$ cat config.mk
export PLATFORM = sky130hd
export DESIGN_NAME = sophiali_cmu_hex_display
export DESIGN_NICKNAME = d
export VERILOG_FILES = /design/src/rtl/sophiali_cmu_hex_display.sv
export SDC_FILE = /design/constraint.sdc
export NUM_CORES = 1
export LEC_CHECK = 0
export CAP_MARGIN = 20
export CORE_MARGIN = 10
export CORE_UTILIZATION = 30
export CTS_CLUSTER_SIZE = 14
export DETAILED_ROUTE_END_ITERATION = 8
export PLACE_DENSITY_LB_ADDON = 0.12
export REMOVE_ABC_BUFFERS = 1
export SLEW_MARGIN = 20
export SYNTH_ARGS = -nofsm -noshare
export SYNTH_HDL_FRONTEND = slang
export SYNTH_SLANG_ARGS = --single-unit
$ cat constraint.sdc
create_clock -name clock -period 2.65 [get_ports clock]
set_input_delay 0.53 -clock clock [delete_from_list [all_inputs] [get_ports clock]]
set_output_delay 0.53 -clock clock [all_outputs]
set_load 0.1 [all_outputs]
$ cat src/rtl/sophiali_cmu_hex_display.sv
// sophiali_cmu_hex_display: latch an 8-bit value and show it as two multiplexed hex digits
// Ports:
//   clock       rising-edge system clock
//   reset       synchronous active-high reset
//   value_in    value to display, sampled whenever value_valid is high
//   value_valid capture strobe (last write before a frame boundary wins)
//   seg         active-high segments {g,f,e,d,c,b,a}
//   digit_sel   0 = low-nibble digit, 1 = high-nibble digit
//   update_ack  one-cycle pulse when a new value reaches the display
module sophiali_cmu_hex_display #(
    parameter int REFRESH_CYCLES = 1024,
    parameter bit BLANK_LEADING  = 1'b1
) (
    input  logic       clock,
    input  logic       reset,
    input  logic [7:0] value_in,
    input  logic       value_valid,
    output logic [6:0] seg,
    output logic       digit_sel,
    output logic       update_ack
);
    localparam int CW = $clog2(REFRESH_CYCLES);

    logic [CW-1:0] cnt;
    logic [7:0]    disp_val;
    logic [7:0]    pend_val;
    logic          pend_flag;
    logic          wrap;
    logic          boundary;
    logic [3:0]    nib;
    logic [6:0]    hex;

    assign wrap     = cnt == CW'(REFRESH_CYCLES - 1);
    // A frame ends when the high digit finishes, so commits never split a frame.
    assign boundary = wrap && digit_sel;

    always_ff @(posedge clock) begin
        if (reset) begin
            cnt        <= '0;
            digit_sel  <= 1'b0;
            disp_val   <= 8'h00;
            pend_val   <= 8'h00;
            pend_flag  <= 1'b0;
            update_ack <= 1'b0;
        end else begin
            cnt        <= wrap ? '0 : cnt + CW'(1);
            digit_sel  <= wrap ? ~digit_sel : digit_sel;
            update_ack <= 1'b0;
            if (boundary && (pend_flag || value_valid)) begin
                // A strobe on the boundary itself bypasses the pending buffer.
                disp_val   <= value_valid ? value_in : pend_val;
                pend_flag  <= 1'b0;
                update_ack <= 1'b1;
            end else if (value_valid) begin
                pend_val  <= value_in;
                pend_flag <= 1'b1;
            end
        end
    end

    assign nib = digit_sel ? disp_val[7:4] : disp_val[3:0];

    always_comb begin
        hex = 7'h00;
        case (nib)
            4'h0: hex = 7'h3F;
            4'h1: hex = 7'h06;
            4'h2: hex = 7'h5B;
            4'h3: hex = 7'h4F;
            4'h4: hex = 7'h66;
            4'h5: hex = 7'h6D;
            4'h6: hex = 7'h7D;
            4'h7: hex = 7'h07;
            4'h8: hex = 7'h7F;
            4'h9: hex = 7'h6F;
            4'hA: hex = 7'h77;
            4'hB: hex = 7'h7C;
            4'hC: hex = 7'h39;
            4'hD: hex = 7'h5E;
            4'hE: hex = 7'h79;
            4'hF: hex = 7'h71;
            default: hex = 7'h00;
        endcase
    end

    assign seg = (BLANK_LEADING && digit_sel && disp_val[7:4] == 4'h0) ? 7'h00 : hex;
endmodule

# After elaboration in Yosys (flattened, before gate mapping)
# Memories as Yosys holds them, arrays and structs flattened.
# Index checks and enable logic that the tools add are counted.
# totals
input_bits	11
ff_bits	29
mem_bits_ro	112
memories	1
out_inout_bits	9
# memory_table
name	words	word_bits	rd	rd_ports_with_merged_regs	write_ports	line	source
(name not given)	16	7	1	0	0	65	case (nib)
# classes
bitwise	1
addsub	1
n_eq_ne	1
muxes	4
n_reduce_logical	7
# ops
op	n
$add 10x1->10 const B	1
$eq 10x10->1 const B	1
$mux 8	1
$mux 7	1
$logic_not 4->1	1
$mux 4	1
$reduce_or 2->1	2
$logic_and 1x1->1	3
$logic_or 1x1->1	1
$mux 1	1
$not 1->1	1

# Logic depth before layout (Yosys ltp)
# logic_depth
word_depth	4
depth_mapped	7
mapped_depth_nobuf	6

# Worst setup path after synthesis
# Ideal clock, no wire load.
# synth_timing
kind	reg-to-output
from	register digit_sel
to	output port seg[5]
arrival_time_ns	4.411
slack_ns	-2.291
path_stages_with_launch	8
path_buffers	1
cell_sequence	dfxtp_1 > buf_6 > mux2i_1 > inv_1 > ha_1 > nand2_1 > o21ai_1 > a221oi_1
# synth_between
elab_chain_len	3
elab_cells_between_ends	4
classes_between	mux: 2; reduce/logical: 1; memory: 1
# synth_lines
item	line	source
start: declaration	19	output logic digit_sel,
start signal: assignment	47	digit_sel <= wrap ? ~digit_sel : digit_sel;
$mux 4	61	assign nib = digit_sel ? disp_val[7:4] : disp_val[3:0];
$mem_v2 16x7	n/a	
$mux 7 (*)	86	assign seg = (BLANK_LEADING && digit_sel && disp_val[7:4] == 4'h0) ? 7'h00 : hex;
end: declaration	18	output logic [6:0] seg,
# Every way passes the cells marked *; elsewhere a longest branch is shown, timed or not.

# Final worst setup path
# layout_timing
from	register digit_sel
to	output port seg[0]
# Same word-level chain as after synthesis.

==> impl_results.md <==
* Status: finished, final reports clean
* RSZ-0062 raised after global routing: false
* Ys Warns at 0
* Fraction of layout cells with a size suffix above 1 at about 24%
* Worst Tran Pin Value at between 500 and 600 ps
* Synth top area share at 36.9%
* Number of flops mapped to enable cells by yosys at 0
* Post-synth top flop: dfxtp_1
* Flops & latches, synth at 29
* DR vias/cell at 4.75
* Worst slack, placed at about 220 ps
* FFs w/ async S/R, synth at 0%
* Crit path arrival time at around 2000 ps
* Via count at 1188
* Drt wl/cell at between 10 and 15 um
* Placed Instance Area at between 1500 and 2000 sq um
* Worst setup path class: flip-flop to output port
* # DRC at 0
* Detailed Route WL at 3.44 mm
* First-pass GRT wire length at 5.78 mm
* Initial antenna violation count at 0
* Tmin final at 2550 ps
* Cell Chain, Critical Path: buf_6 -> mux2_2 -> or3_1 -> o221a_1 -> nor2_2 -> buf_12
* Die Area at 8540 sq um
* PwrDens at between 400 and 500 nW/um^2
* Crit path max fanout at 12
* DIE HEIGHT at 92.4 um
* Hold WS at between 400 and 500 ps
* Worst setup margin at 100 ps
* CTS tree: built
* Synth area leader: dfxtp_1
* RePlAce Congestion at around 0.8
* Hold Buf Count CTS at 0
* Post-CTS Setup Bufs at 0
* Port buffer count at 19
* CP startpoint kind: flip-flop
* Vias in the first global route at 1229
* Die Wd at just over 90 um
* Antenna Nets Post-Route at 0
* Clock-pin slew on the worst setup and hold paths at around 60 ps
* Worst-skew pair later-pin latency at around 270 ps
* PnR Total Power at approximately 0.86 mW
* Crit path capture type: output port
* Clk root buf: clkbuf_8
* Leak at about 0.80 nW
* Gr usage total at under 10%
* Num CTS Buffers at 5
* Slowest-stage cell, CP: mux2_2
* P&R area growth vs syn at 28.7%
* CORE AREA at ~5100 sq um
* Syn_area_per_cell at a little over 10 sq um
* Worst vdd ir at between 0.3 and 0.4 mV
* Rows at 26
* Final Max Slew Viols at 0
* Worst slew margin at between 60% and 70%
* Fin area at 2030 sq um
* Initial DRC Count at 30
* Largest cells by area after synthesis: dfxtp_1 37%, mux2i_1 13%, o2bb2ai_2 7.6%, nor2_1 5.5%, ha_1 4.8%
* Critical Path RT at roughly 2100 ps
* Remaining Overflow, GRT at 0
* Critical path buffer and inverter count at 2
* Fin nets at about 200
* MaxCap Viol Count at 0
* Seq/Total Area, Yosys at 36.9%
* Largest net degree at the start of global routing at 13
* Count of final setup violators at 0
* Hold crit path type: flip-flop to flip-flop
* Hpwl dp at roughly 2.6 mm
* Cell area after synthesis at roughly 1600 sq um
* Effective utilization at floorplan at 30.8%
* Finished Layout Cells at 250
* Clock Sinks at 29
* Dpl cells at approximately 240
* Fmax at between 0.3 and 0.4 GHz
* Synthesized instance count at roughly 160
* H-tree depth at 2
* Final period utilization at 96.2%
* # IOs at 20
* Max incr delay on CP at roughly 420 ps
* Hold Vio Cnt, Final at 0
* Post-synthesis cell type count at 38
* Critical path's top delay family: simple AND/OR/NAND/NOR gates
* Pre-Repair DR Iteration Count at 4
* Skew final at between 2 and 3 ps
* Max clock buf depth at 2
* Diode count at 0
[where the power goes]
group / internal [mW] / switching (mW) / total (mW)
sequential: 0.448 / 0.00695 / 0.455
clock: 0.186 / 0.149 / 0.335
combinational: 0.0344 / 0.0324 / 0.0668
[what timing repair did]
action / 4_1_cts / 5_1_grt
resized for setup: 5 / 7
hold endpoints to repair: 0 / 0
pin swaps: 0 / 1
setup endpoints to repair: 3 / 6
[through the flow]
step / setup TNS (ps) / utilization (%)
floorplan: -13750 / -
global placement: 0 / 37.1
detailed placement: 0 / 37.1
CTS: 0 / 39.2
global route: 0 / 39.7
finish: 0 / 39.7
[registers in the layout (all words and copies together) (netlist names)]
register	flops
cnt	10
digit_sel	1
disp_val	8
pend_flag	1
pend_val	8
update_ack	1
[placed cells by master, fill, tap and decap left out, types with 2 or more instances in the layout]
cell type | Yosys | layout
nand2b_1 | 2 | 2
a21oi_1 | 4 | 3
dfxtp_1 | 29 | 28
nand2_1 | 7 | 7
buf_4 | 1 | 6
and4_1 | 2 | 2
a311oi_2 | 0 | 2
nor3b_1 | 2 | 2
clkbuf_1 | 2 | 3
clkdlybuf4s50_1 | 0 | 10
nand3_1 | 4 | 4
clkbuf_8 | 0 | 5
mux2_2 | 3 | 2
nor2_1 | 23 | 22
o211ai_1 | 2 | 2
xnor2_1 | 4 | 4
mux2i_2 | 0 | 3
inv_1 | 5 | 5
or3_1 | 2 | 2
a211oi_1 | 2 | 2
xor2_1 | 6 | 6
o2bb2ai_2 | 8 | 8
mux2i_1 | 20 | 17
buf_12 | 0 | 7
ha_1 | 6 | 6
[Yosys cell counts (3+ instances only)]
cell type,n
a21oi_1,4
mux2i_1,20
nand2_1,7
ha_1,6
mux2_2,3
dfxtp_1,29
xor2_1,6
inv_1,5
nand3_1,4
o2bb2ai_2,8
xnor2_1,4
buf_6,3
nor2_1,23
[metal layers]
layer	vias up	track usage (%)	part of all wire, %
met2	21	13.1	47
met3	2	3.23	5.0
met5	-	0	0
met1	562	9.65	47
met4	0	3.73	0.79
li1	603	-	-
[cells by family after synthesis]
group	after synthesis	synth area share (%)
AOI/OAI and AO/OA	24	16.3
xor gates and xnor gates	10	5.56
muxes	23	14.9
adders and majority gates	6	4.77
buffers and inverters	14	5.17
and+or+nand+nor	50	16.5
DFF	29	36.9
[layout make-up]
type,instances,area [sq um]
timing repair buffer,24,297
sequential,29,582
tap,70,87.6
fill,531,3080
inverter,6,22.5
clock buffer,8,80.1
multi-input combinational,113,957
[path summary, 6_finish.rpt]
path                            slack (ps)      start     endpoint  cells after the start
worst min-delay path                   460     cnt[0]       cnt[0]                      1
worst min register to register         460     cnt[0]       cnt[0]                      1
worst max register to register         750     cnt[0]  disp_val[3]                      5
worst max-delay path                   100  digit_sel       seg[0]                      6
[worst reg2reg max path, delay by kind of cell, from the launching register on]
family	cells	cell delay (ps)
AOI/OAI and AO/OA	1	220
adders and majority gates	1	230
DFF	1	360
and+or+nand+nor	3	1030
Note: power is estimated with default switching activity, not from simulation.
